===== src/rtl/mux_pipe_scan.sv =====
// Pipelined radix-4 tree multiplexer with valid/tag sideband
// and an internal wrapping channel-scan counter.
module mux_pipe_scan #(
  parameter int WIDTH = 1,
  parameter int SEL_W = 4
) (
  input  logic                        clk,
  input  logic                        reset,
  input  logic [(2**SEL_W)*WIDTH-1:0] w,
  input  logic [SEL_W-1:0]            s,
  input  logic                        mode,
  input  logic                        in_valid,
  output logic [WIDTH-1:0]            f,
  output logic                        out_valid,
  output logic [SEL_W-1:0]            out_ch,
  output logic                        out_last
);

  localparam int N = 2 ** SEL_W;
  localparam int L = (SEL_W + 1) / 2;

  function automatic int lvl_cnt(input int k);
    int b;
    b = 2 * (k + 1);
    if (b > SEL_W) b = SEL_W;
    return N >> b;
  endfunction

  function automatic int lvl_off(input int k);
    int o;
    o = 0;
    for (int j = 0; j < k; j++)
      o += lvl_cnt(j) * WIDTH;
    return o;
  endfunction

  localparam int TOT = lvl_off(L);

  logic [SEL_W-1:0] scan_cnt;
  logic [SEL_W-1:0] sel_e;
  logic             last_in;
  logic [TOT-1:0]   pool;
  logic [TOT-1:0]   nxt;
  logic [TOT-1:0]   en;
  logic             vld [L];
  logic             lst [L];
  logic [SEL_W-1:0] tag [L];

  assign sel_e   = mode ? scan_cnt : s;
  assign last_in = mode & (&scan_cnt);

  // All level registers live in one packed pool;
  // level k owns its slice and is loaded only when
  // its incoming sample is valid.
  for (genvar k = 0; k < L; k++) begin : g_lvl
    localparam int RB  = (2*k + 1 < SEL_W) ? 2 : 1;
    localparam int OC  = lvl_cnt(k);
    localparam int IC  = OC << RB;
    localparam int OFF = lvl_off(k);

    logic [IC*WIDTH-1:0] src;
    logic [RB-1:0]       sk;
    logic                ld;

    if (k == 0) begin : g_in
      assign src = w;
      assign ld  = in_valid;
      assign sk  = sel_e[2*k +: RB];
    end else begin : g_in
      assign src = pool[lvl_off(k-1) +: IC*WIDTH];
      assign ld  = vld[k-1];
      assign sk  = tag[k-1][2*k +: RB];
    end

    for (genvar j = 0; j < OC; j++) begin : g_mux
      assign nxt[OFF + j*WIDTH +: WIDTH] =
        src[(j * (2**RB) + int'(sk)) * WIDTH +: WIDTH];
    end

    assign en[OFF +: OC*WIDTH] = {(OC*WIDTH){ld}};
  end

  always_ff @(posedge clk) begin
    if (reset) begin
      scan_cnt <= '0;
      pool     <= '0;
      for (int k = 0; k < L; k++) begin
        vld[k] <= 1'b0;
        lst[k] <= 1'b0;
        tag[k] <= '0;
      end
    end else begin
      if (in_valid && mode)
        scan_cnt <= scan_cnt + SEL_W'(1);
      pool   <= (nxt & en) | (pool & ~en);
      vld[0] <= in_valid;
      if (in_valid) begin
        tag[0] <= sel_e;
        lst[0] <= last_in;
      end
      for (int k = 1; k < L; k++) begin
        vld[k] <= vld[k-1];
        if (vld[k-1]) begin
          tag[k] <= tag[k-1];
          lst[k] <= lst[k-1];
        end
      end
    end
  end

  assign f         = pool[lvl_off(L-1) +: WIDTH];
  assign out_valid = vld[L-1];
  assign out_ch    = tag[L-1];
  assign out_last  = lst[L-1];

endmodule


===== config.mk =====
export PLATFORM = sky130hd
export DESIGN_NAME = mux_pipe_scan
export DESIGN_NICKNAME = d
export VERILOG_FILES = /design/src/rtl/mux_pipe_scan.sv
export SDC_FILE = /design/constraint.sdc
export NUM_CORES = 1
export LEC_CHECK = 0
export ABC_AREA = 1
export ABC_CLOCK_PERIOD_IN_PS = 2700
export CAP_MARGIN = 10
export CORE_MARGIN = 1.5
export CORE_UTILIZATION = 45
export DETAILED_ROUTE_END_ITERATION = 10
export PLACE_DENSITY = 0.76
export SETUP_SLACK_MARGIN = 0.05
export SYNTH_ARGS = -nofsm -noshare
export SYNTH_HDL_FRONTEND = slang
export SYNTH_SLANG_ARGS = --single-unit

===== constraint.sdc =====
create_clock -name clk -period 2.7 [get_ports clk]
set_input_delay 0.81 -clock clk [delete_from_list [all_inputs] [get_ports clk]]
set_output_delay 0.81 -clock clk [all_outputs]
set_load 0.05 [all_outputs]

### After elaboration in Yosys (flattened, before gate mapping)

Memories as Yosys holds them, arrays and structs flattened.
Cells that the tools add are included.

* input port bits: 24
* memories kept: 3
* output and inout port bits: 7
* register bits: 9
* RAM bits: 12

Memory list
* tag: words 2, bits a word 4, rd ports 2, clocked after memory_dff 0, write ports 2, line 47 `logic [SEL_W-1:0] tag [L];`
* lst: words 2, bits a word 1, rd ports 2, clocked after memory_dff 0, write ports 2, line 46 `logic lst [L];`
* vld: words 2, bits a word 1, rd ports 2, clocked after memory_dff 0, write ports 2, line 45 `logic vld [L];`

* shifts and indexed selects: 5
* add/subtract/negate cells: 4
* bitwise gates (word level): 11
* mux-type cells: 16
* reduce and logical (&&, ||, !) cells: 2

Operator list (count)
* 16-bit by 6-bit indexed part select with 1-bit output: 2
* 16-bit by 3-bit indexed part select with 1-bit output: 1
* 16-bit by 5-bit indexed part select with 1-bit output: 1
* 1-bit two-way mux: 13
* 4-bit two-way mux: 3
* 4-bit by 2-bit adder with 5-bit output (first input constant): 2
* 5-bit AND: 2
* 1-bit OR: 6
* 5-bit inverter: 1
* 5-bit OR: 1
* 3-bit by 2-bit adder with 4-bit output (first input constant): 1
* 4-bit by 1-bit adder with 4-bit output (second input constant): 1
* 4-bit AND reduction: 1
* 4-bit by 3-bit indexed part select with 1-bit output: 1
* 1-bit AND: 1
* 1-bit logical AND: 1

### Depth between registers and ports, before layout

Gate-level depths: netlist (run 1).

* word-level depth: 5
* depth in mapped cells: 7

### Worst setup path before layout (run 1)

Ideal clock, no wire load.

* kind: input port to flip-flop
* start: input mode
* end: memory tag[0][1] (data pin)
* arrival time: 1.257 ns
* setup time: 0.258 ns
* slack: 1.185 ns
* stages: 5
* buffers on the path: 1
* required time: 2.442 ns
* cells stage by stage: buf_4 nand2_1 inv_1 nor2_4 nor2_1

RTL lines
* start, declared: line 11 `input logic mode,`
* end, declared: line 47

==> summary.md, run 1 <==
| Metric | Value |
|---|---|
| FF/Latch Area | 520 um^2 |
| RSZ-0062 raised after global routing | no |
| Routed len/inst | 10.9 um |
| Compound-Gate Fraction of Synth Area | 5.02% |
| Synth-to-Final Area Change | 30.3% |
| Min Tclk post-route | 2260 ps |
| Final nets | 191 |
| Post-synth top area cell | edfxtp_1 |
| Min-Delay Path Class | reg2reg |
| Synth Area in Adders | around 1.2% |
| CTS Buf Count | 3 |
| Global route total overflow | 0 |
| Synth cell types | 19 |
| Clock Path Buffers | 2 |
| WS Path Type | reg2out |
| Synth top area share | approximately 28% |
| Via Count | approximately 940 |
| Clock root buffer master | clkbuf_4 |
| Antenna violations before repair | 0 |
| Setup repair bufs after CTS | 0 |
| Outcome | finished clean |
| Relative max-transition margin | about two thirds |
| Die area | between 2000 and 3000 um^2 |
| Core box area | 2230 um^2 |
| Number of global-route vias before repair | just over 900 |
| Worst r2r path cells | 3 |
| First-pass GRT wire length | 3600 um |
| Post-synthesis mux area share | 0% |
| Final std cells w/o fill | 193 |
| Cell count of the worst hold path | 2 |
| Clk_skew | 1.94 ps |
| Least-Margin Pin Slew | 493 ps |
| Worst path max stage delay | roughly 800 ps |
| Setup crit start kind | register |
| Leakage power | between 0.0006 and 0.0007 uW |
| Clock Latency Late Sink | 290 ps |
| Ant. Diodes | 0 |
| Seq cells post-synth | 21 |
| Final WL | about 2100 um |
| Routed Antenna Nets | 0 |
| CP endpoint kind | output pin |
| Most frequent cells in the layout | nand3_1 (30), clkdlybuf4s50_1 (30), nor2_1 (19), inv_1 (19), nand2_1 (19) |
| DP Cell Count | 189 |
| Initial core utilization | 48.0% |
| Post-synthesis sequential area ratio | approximately 49% |
| Share of cells above drive strength 1 | a little over 7% |
| Data required time at the worst endpoint | about 1900 ps |
| Delay-heaviest family, CP | buffers and inverters |
| GRT Util Overall | 17.9% |
| Multi-input gate area | 434 um^2 |
| Reg2reg end | lst[0][0] |
| Max-slew violations | 0 |
| Achievable Freq | 0.443 GHz |
| Post-CTS sizing | 0 |
| Hold_ws | 464 ps |
| Setup Viol. Count Final | 0 |
| Die Span Y | 51.8 um |
| Placement Cell Area | roughly 1400 um^2 |
| Main combinational cell family by area after synthesis | simple AND/OR/NAND/NOR gates |
| Syn Nets | 161 |
| Final routed DRC violation total | 0 |
| Worst-path maximum fanout | 2 |
| R2r startpoint | scan_cnt[0] |
| Design area | 1400 um^2 |
| Register clock-pin slew on the reported worst setup and hold paths | 110 ps |
| Max Cap Viol | 0 |
| Post-Syn Area | 1070 um^2 |
| FP Rows | 17 |
| Largest net degree at the start of global routing | 12 |
| Cell Chain, Critical Path | clkdlybuf4s50_1 |
| Overall die width | around 52 um |
| H-tree levels | 1 |
| Data arrival, critical path | about 1500 ps |
| Slowest CP cell | clkdlybuf4s50_1 |
| Gpl congestion | slightly below 0.8 |
| Synth Area in Simple Gates | 34.3% |
| Vias per cell | 4.88 |
| Number of clock sinks | 21 |
| Hold_buf cts | 0 |
| Average cell area after synthesis | 7.88 um^2 |
| Post-route setup TNS | 0 ps |
| FF-to-FF setup slack | between 1500 and 2000 ps |
| Pwr dens | 472 nW/um^2 |
| CP bufs+invs | 1 |
| Cell count after synthesis | 136 |
| Top cells by area, synth | edfxtp_1 (28%), dfxtp_1 (21%), nand3_1 (14%), inv_1 (6.7%), nand2_1 (6.7%) |
| Io pins | 31 |
| Fin. Hold Viols | 0 |
| Drt initial violations | 12 |
| Fill cells | 204 |
| Port bufs | 30 |
| CTS tree | built |
| Final period utilization | 83.6% |
| Max VDD drop | 0.000304 V |
| Pre-antenna DRT Iters | 4 |
| XOR/XNOR Fraction of Synth Area | 0% |
| Ys Warns | 0 |
| Hpwl dp | 1720 um |
[stage by stage]
step	power [uW]	util (%)	setup WS [ps]
after floorplan	463	-	1180
after global placement	517	61.3	526
after detailed placement	521	61.3	477
after CTS	662	62.5	441
after global routing	693	62.5	376
final	658	62.5	444
[layer usage]
layer / track usage (%) / vias to the layer above / part of all wire (%) / wire (um)
met3: 2.59 / 2 / 4.9 / 103
met2: 33.8 / 32 / 48 / 999
li1: - / 498 / - / -
met1: 20.6 / 409 / 46 / 974
met4: 5.26 / 0 / 0.81 / 17
met5: 0 / - / 0 / 0
[worst max-delay path by stage]
| stage | to | slack [ps] | from | cells after the start |
|---|---|---|---|---|
| floorplan | tag[0][1] | 1180 | mode | 5 |
| global placement | tag[0][3] | 530 | reset | 6 |
| detailed placement | tag[0][2] | 480 | reset | 6 |
| CTS | f | 440 | register | 1 |
| global route | f | 380 | register | 1 |
| finish | f | 440 | register | 1 |
[power breakdown]
part | switching, uW | leakage (uW) | internal [uW]
Combinational | 83.2 | 0.000396 | 65.1
Sequential | 10.0 | 0.000199 | 355
Clock | 87.5 | 0.0000150 | 57.5
Total | 181 | 0.000610 | 477
[cell type report]
type	instances	area share [%]
flip-flops and latches	21	37.3
well taps	28	2.51
clock buffers	4	1.88
inverters	21	5.65
repair buffers	30	21.5
multi-input cells	89	31.1
[kinds of logic (layout without fill, tap and decap cells)]
logic type	after synthesis	count (layout)
adders and majority gates	1	1
buffers and inverters	26	55
AOI/OAI and AO/OA	10	10
and+or+nand+nor	78	78
DFF	21	21
[cell usage after synthesis]
cell / number
nand3_1: 30
inv_1: 19
nand2_1: 19
nor2_1: 19
dfxtp_1: 11
edfxtp_1: 10
buf_4: 5
o21ai_0: 5
nand2_2: 3
nor2_4: 3
a21oi_1: 2
inv_2: 2
nor3_1: 2
a31oi_1: 1
ha_1: 1
nor2_2: 1
nor4_1: 1
o21a_1: 1
o21ai_1: 1
Note: power is estimated with default switching activity, not from simulation.
==> run 2: changes to the inputs <==
--- a/config.mk
+++ b/config.mk
@@ -6,12 +6,12 @@
 export NUM_CORES = 1
 export LEC_CHECK = 0
 export ABC_AREA = 1
-export ABC_CLOCK_PERIOD_IN_PS = 2700
+export ABC_CLOCK_PERIOD_IN_PS = 1970
 export CAP_MARGIN = 10
 export CORE_MARGIN = 1.5
-export CORE_UTILIZATION = 45
+export CORE_UTILIZATION = 42
 export DETAILED_ROUTE_END_ITERATION = 10
-export PLACE_DENSITY = 0.76
+export PLACE_DENSITY = 0.75
 export SETUP_SLACK_MARGIN = 0.05
 export SYNTH_ARGS = -nofsm -noshare
 export SYNTH_HDL_FRONTEND = slang
==> constraint.sdc (replaced) <==
create_clock -name clk -period 1.97 [get_ports clk]
set_input_delay 0.591 -clock clk [delete_from_list [all_inputs] [get_ports clk]]
set_output_delay 0.591 -clock clk [all_outputs]
set_load 0.05 [all_outputs]
==> summary.md, run 2 (synthesized netlist as in run 1, its figures left out) <==
| Metric | Value |
|---|---|
| Sw Share | 28.3% |
| Least-Margin Pin Slew | roughly 350 ps |
| Port bufs | 30 |
| Design area | 1400 um^2 |
| Drt initial violations | 28 |
| Final period utilization | 83.4% |
| Final routed DRC violation total | 0 |
| Min-Delay Path Class | reg2reg |
| Setup repair bufs after CTS | 0 |
| Register share of total power | roughly 55% |
| Gate power share | around 23% |
| Antenna violations before repair | 0 |
| CP endpoint kind | register |
| Final std cells w/o fill | 198 |
| CTS tree | built |
| WS Path Type | in2reg |
| H-tree levels | 1 |
| RSZ-0062 raised after global routing | no |
| FF-to-FF setup slack | 780 ps |
| Register clock-pin slew on the reported worst setup and hold paths | 110 ps |
| Vias per cell | 4.88 |
| NetSw | approximately 260 uW |
| Hpwl dp | 1790 um |
| Post-CTS sizing | 0 |
| Final WL | 2210 um |
| Gpl congestion | 0.782 |
| Number of clock sinks | 21 |
| Io pins | 31 |
| Relative max-transition margin | 76.4% |
| Die Span Y | 53.5 um |
| Data arrival, critical path | 1730 ps |
| Leakage power | 0.000635 uW |
| Pre-antenna DRT Iters | 4 |
| Core box area | ~2500 um^2 |
| Fin. Hold Viols | 0 |
| Routed Antenna Nets | 0 |
| Max-slew violations | 0 |
| Post-route setup TNS | 0 ps |
| Worst-path maximum fanout | 9 |
| Hold_buf cts | 0 |
| DP Cell Count | 194 |
| Via Count | between 900 and 1,000 |
| FP Rows | 18 |
| Overall die width | 53.5 um |
| Global route total overflow | 0 |
| Largest net degree at the start of global routing | 12 |
| Clock Latency Late Sink | 310 ps |
| Routed len/inst | 11.1 um |
| CTS Buf Count | 3 |
| Initial core utilization | 43.6% |
| Min Tclk post-route | ~1600 ps |
| Data required time at the worst endpoint | just over 2000 ps |
| Most common cell after layout, fill and taps aside | nand3_1 |
| Clock root buffer master | clkbuf_4 |
| Placement Cell Area | 1380 um^2 |
| GRT Util Overall | 17.9% |
| Max Cap Viol | 0 |
| Clk_skew | 0.827 ps |
| Final nets | 194 |
| Outcome | finished clean |
| Achievable Freq | 0.608 GHz |
| Clock Path Buffers | 2 |
| First-pass GRT wire length | around 3600 um |
| Setup Viol. Count Final | 0 |
| Share of cells above drive strength 1 | 13.1% |
| Pwr dens | 651 nW/um^2 |
| Synth-to-Final Area Change | 31.0% |
| Most frequent cells in the layout | nand3_1 (30), clkdlybuf4s50_1 (23), nor2_1 (19), inv_1 (19), nand2_1 (19) |
| Number of global-route vias before repair | 906 |
| Ant. Diodes | 0 |
| Die area | 2860 um^2 |
| Power Internal | between 600 and 700 uW |
| Max VDD drop | 0.000411 V |
| Setup crit start kind | primary input |
| Clock power share | 22.7% |
## run 2: path summary, 6_finish.rpt
check,start,endpoint,depth (start not counted)
worst max register to register,scan_cnt[0],lst[0][0],3
worst min-delay path,register,register,2
worst min register to register,register,register,2
worst max-delay path,reset,tag[0][3],6
## run 2: power groups by stage
stage | Sequential, uW | Combinational, uW | Clock (uW)
2_1_floorplan | 519 | 116 | 0
3_3_place_gp | 509 | 202 | 0
3_5_place_dp | 510 | 205 | 0
4_1_cts | 500 | 206 | 211
5_1_grt | 504 | 227 | 225
6_report | 500 | 206 | 207
## run 2: layout make-up
type / instances / area, um^2
multi-input combinational: 89 / 434
tap: 30 / 37.5
clock buffer: 4 / 26.3
sequential: 21 / 520
fill: 226 / 1050
timing repair buffer: 33 / 305
inverter: 21 / 78.8
## run 2: worst max-delay path: stages
cell and delay [ps]:
clkdlybuf4s50_1 630, nor2_2 100, nor2_4 230, inv_2 60, nand2_1 70, inv_1 40
## run 2: layer usage
layer	part of all wire, %	global-route usage [%]	up-vias	wire (um)
li1	-	-	504	-
met2	50	32.3	43	1110
met4	1.3	8.55	0	29
met3	6.2	3.39	3	137
met5	0	0	-	0
met1	42	20.0	416	926
## run 2: through the flow
step	hold WS [ps]	setup WS [ps]	power, uW	util [%]
detailed placement	441	8.86	715	56.1
CTS	462	319	918	57.1
floorplan	421	674	635	-
global route	482	216	956	57.1
finish	463	327	913	57.1
global placement	444	64.3	711	56.1
==> run 3: changes to the inputs <==
--- a/config.mk
+++ b/config.mk
@@ -6,7 +6,7 @@
 export NUM_CORES = 1
 export LEC_CHECK = 0
 export ABC_AREA = 1
-export ABC_CLOCK_PERIOD_IN_PS = 1970
+export ABC_CLOCK_PERIOD_IN_PS = 1500
 export CAP_MARGIN = 10
 export CORE_MARGIN = 1.5
 export CORE_UTILIZATION = 42
==> constraint.sdc (replaced) <==
create_clock -name clk -period 1.5 [get_ports clk]
set_input_delay 0.45 -clock clk [delete_from_list [all_inputs] [get_ports clk]]
set_output_delay 0.45 -clock clk [all_outputs]
set_load 0.05 [all_outputs]
==> summary.md, run 3 (synthesized netlist as in run 1, its figures left out) <==
| Metric | Value |
|---|---|
| Routed Antenna Nets | 0 |
| Overall die width | 53.5 um |
| Max-slew violations | 0 |
| Worst r2r path cells | 3 |
| Clock root buffer master | clkbuf_4 |
| Port bufs | 30 |
| RSZ-0062 raised after global routing | no |
| Io pins | 31 |
| Routed len/inst | between 10 and 15 um |
| Gpl congestion | about 0.78 |
| GRT Util Overall | between 15 and 20% |
| Outcome | finished clean |
| Antenna violations before repair | 0 |
| Die area | 2860 um^2 |
| Initial core utilization | 43.6% |
| Leakage power | 0.000685 uW |
| Die Span Y | 53.5 um |
| Most frequent cells in the layout | nand3_1 (30), clkdlybuf4s50_1 (21), nor2_1 (19), inv_1 (19), nand2_1 (18) |
| Share of cells above drive strength 1 | roughly 16% |
| Most common cell after layout, fill and taps aside | nand3_1 |
| Final period utilization | 90.6% |
| Worst path max stage delay | 470 ps |
| Min-Delay Path Class | reg2reg |
| Setup crit start kind | primary input |
| First-pass GRT wire length | 3820 um |
| Slowest CP cell | clkdlybuf4s50_1 |
| CTS tree | built |
| Hpwl dp | 1830 um |
| CP endpoint kind | register |
| Number of clock sinks | 21 |
| H-tree levels | 1 |
| Largest net degree at the start of global routing | 12 |
| CP bufs+invs | 4 |
| Via Count | between 1,000 and 1,500 |
| Achievable Freq | 0.736 GHz |
| Pre-antenna DRT Iters | 4 |
| Core box area | 2450 um^2 |
| Synth-to-Final Area Change | 42.5% |
| Pwr dens | 806 nW/um^2 |
| Number of global-route vias before repair | 978 |
| Post-route setup TNS | 0 ps |
| Global route total overflow | 0 |
| Min Tclk post-route | ~1400 ps |
| DP Cell Count | between 150 and 200 |
| Reg2reg end | lst[0][0] |
| Register clock-pin slew on the reported worst setup and hold paths | 110 ps |
| FF-to-FF setup slack | 390 ps |
| Cell count of the worst hold path | 2 |
| CTS Buf Count | 3 |
| Final routed DRC violation total | 0 |
| Cell Chain, Critical Path | clkdlybuf4s50_1 > inv_1 > nor2_4 > nor2_4 > inv_2 > nand2_1 > inv_1 |
| Clk_skew | 1.57 ps |
| Final std cells w/o fill | between 200 and 250 |
| Drt initial violations | 29 |
| Setup Viol. Count Final | 0 |
| Ant. Diodes | 0 |
| Clock Latency Late Sink | 290 ps |
| Hold_ws | 465 ps |
| Final core occ | 62.2% |
| Max VDD drop | between 0.0004 and 0.0005 V |
| Data required time at the worst endpoint | 1560 ps |
| Delay-heaviest family, CP | buffers and inverters |
| Final WL | roughly 2200 um |
| WS Path Type | in2reg |
| Max Cap Viol | 0 |
| Clock Path Buffers | 2 |
| R2r startpoint | scan_cnt[0] |
| Worst-path maximum fanout | 5 |
| Hold_buf cts | 0 |
| Data arrival, critical path | between 1000 and 1500 ps |
| Setup repair bufs after CTS | 0 |
| FP Rows | 18 |
| Least-Margin Pin Slew | 322 ps |
| Critical Path Stages | 7 |
| Final nets | slightly below 200 |
| Vias per cell | 4.96 |
| Fin. Hold Viols | 0 |
| Relative max-transition margin | 78.4% |
run 3: cell types whose count changed in the layout (fill, tap and decap cells not counted), sizes merged:
cell,delta
clkdlybuf4s50,-2
buf,+4
nor2,+1
dlygate4sd2,+2
run 3: timing repair:
action,4_1_cts,5_1_grt
endpoints found under the setup margin,10,2
gates cloned,0,1
gates resized for setup,3,0
run 3: worst max path at each step:
stage,start,end
finish,in_valid,tag[0][3]
global route,in_valid,tag[0][3]
CTS,in_valid,tag[0][3]
detailed placement,reset,tag[0][3]
global placement,reset,tag[0][3]
floorplan,mode,tag[0][1]
run 3: stage by stage:
| stage | cell area (um^2) | setup WS [ps] | total power (uW) |
|---|---|---|---|
| final | 1530 | 141 | 1230 |
| after global routing | 1530 | 86.7 | 1300 |
| after detailed placement | 1490 | -341 | 985 |
| after CTS | 1520 | 84.5 | 1240 |
| after global placement | 1490 | -299 | 975 |
| after floorplan | 1070 | 345 | 834 |
run 3: final cells by class:
type	count	area [um^2]
sequential	21	520
multi-input combinational	90	443
timing repair buffer	37	420
fill	220	928
tap	30	37.5
clock buffer	4	26.3
inverter	21	78.8
run 3: worst min-delay path: stages (launching register included):
cell	delay, ps
dfxtp_1	330
nand2_1	60
nand2_1	40
run 3: layer usage:
metal,part of all wire [%],up-vias,GRT usage (%)
met3,5.0,2,2.54
met2,54,39,35.2
met1,40,449,19.3
met4,0.49,0,8.12
met5,0,-,0
li1,-,516,-
run 3: where the power goes:
| group | leakage [uW] | switching (uW) | internal (uW) |
|---|---|---|---|
| Combinational | 0.000471 | 156 | 153 |
| Sequential | 0.000199 | 25.1 | 639 |
| Clock | 0.0000150 | 153 | 103 |
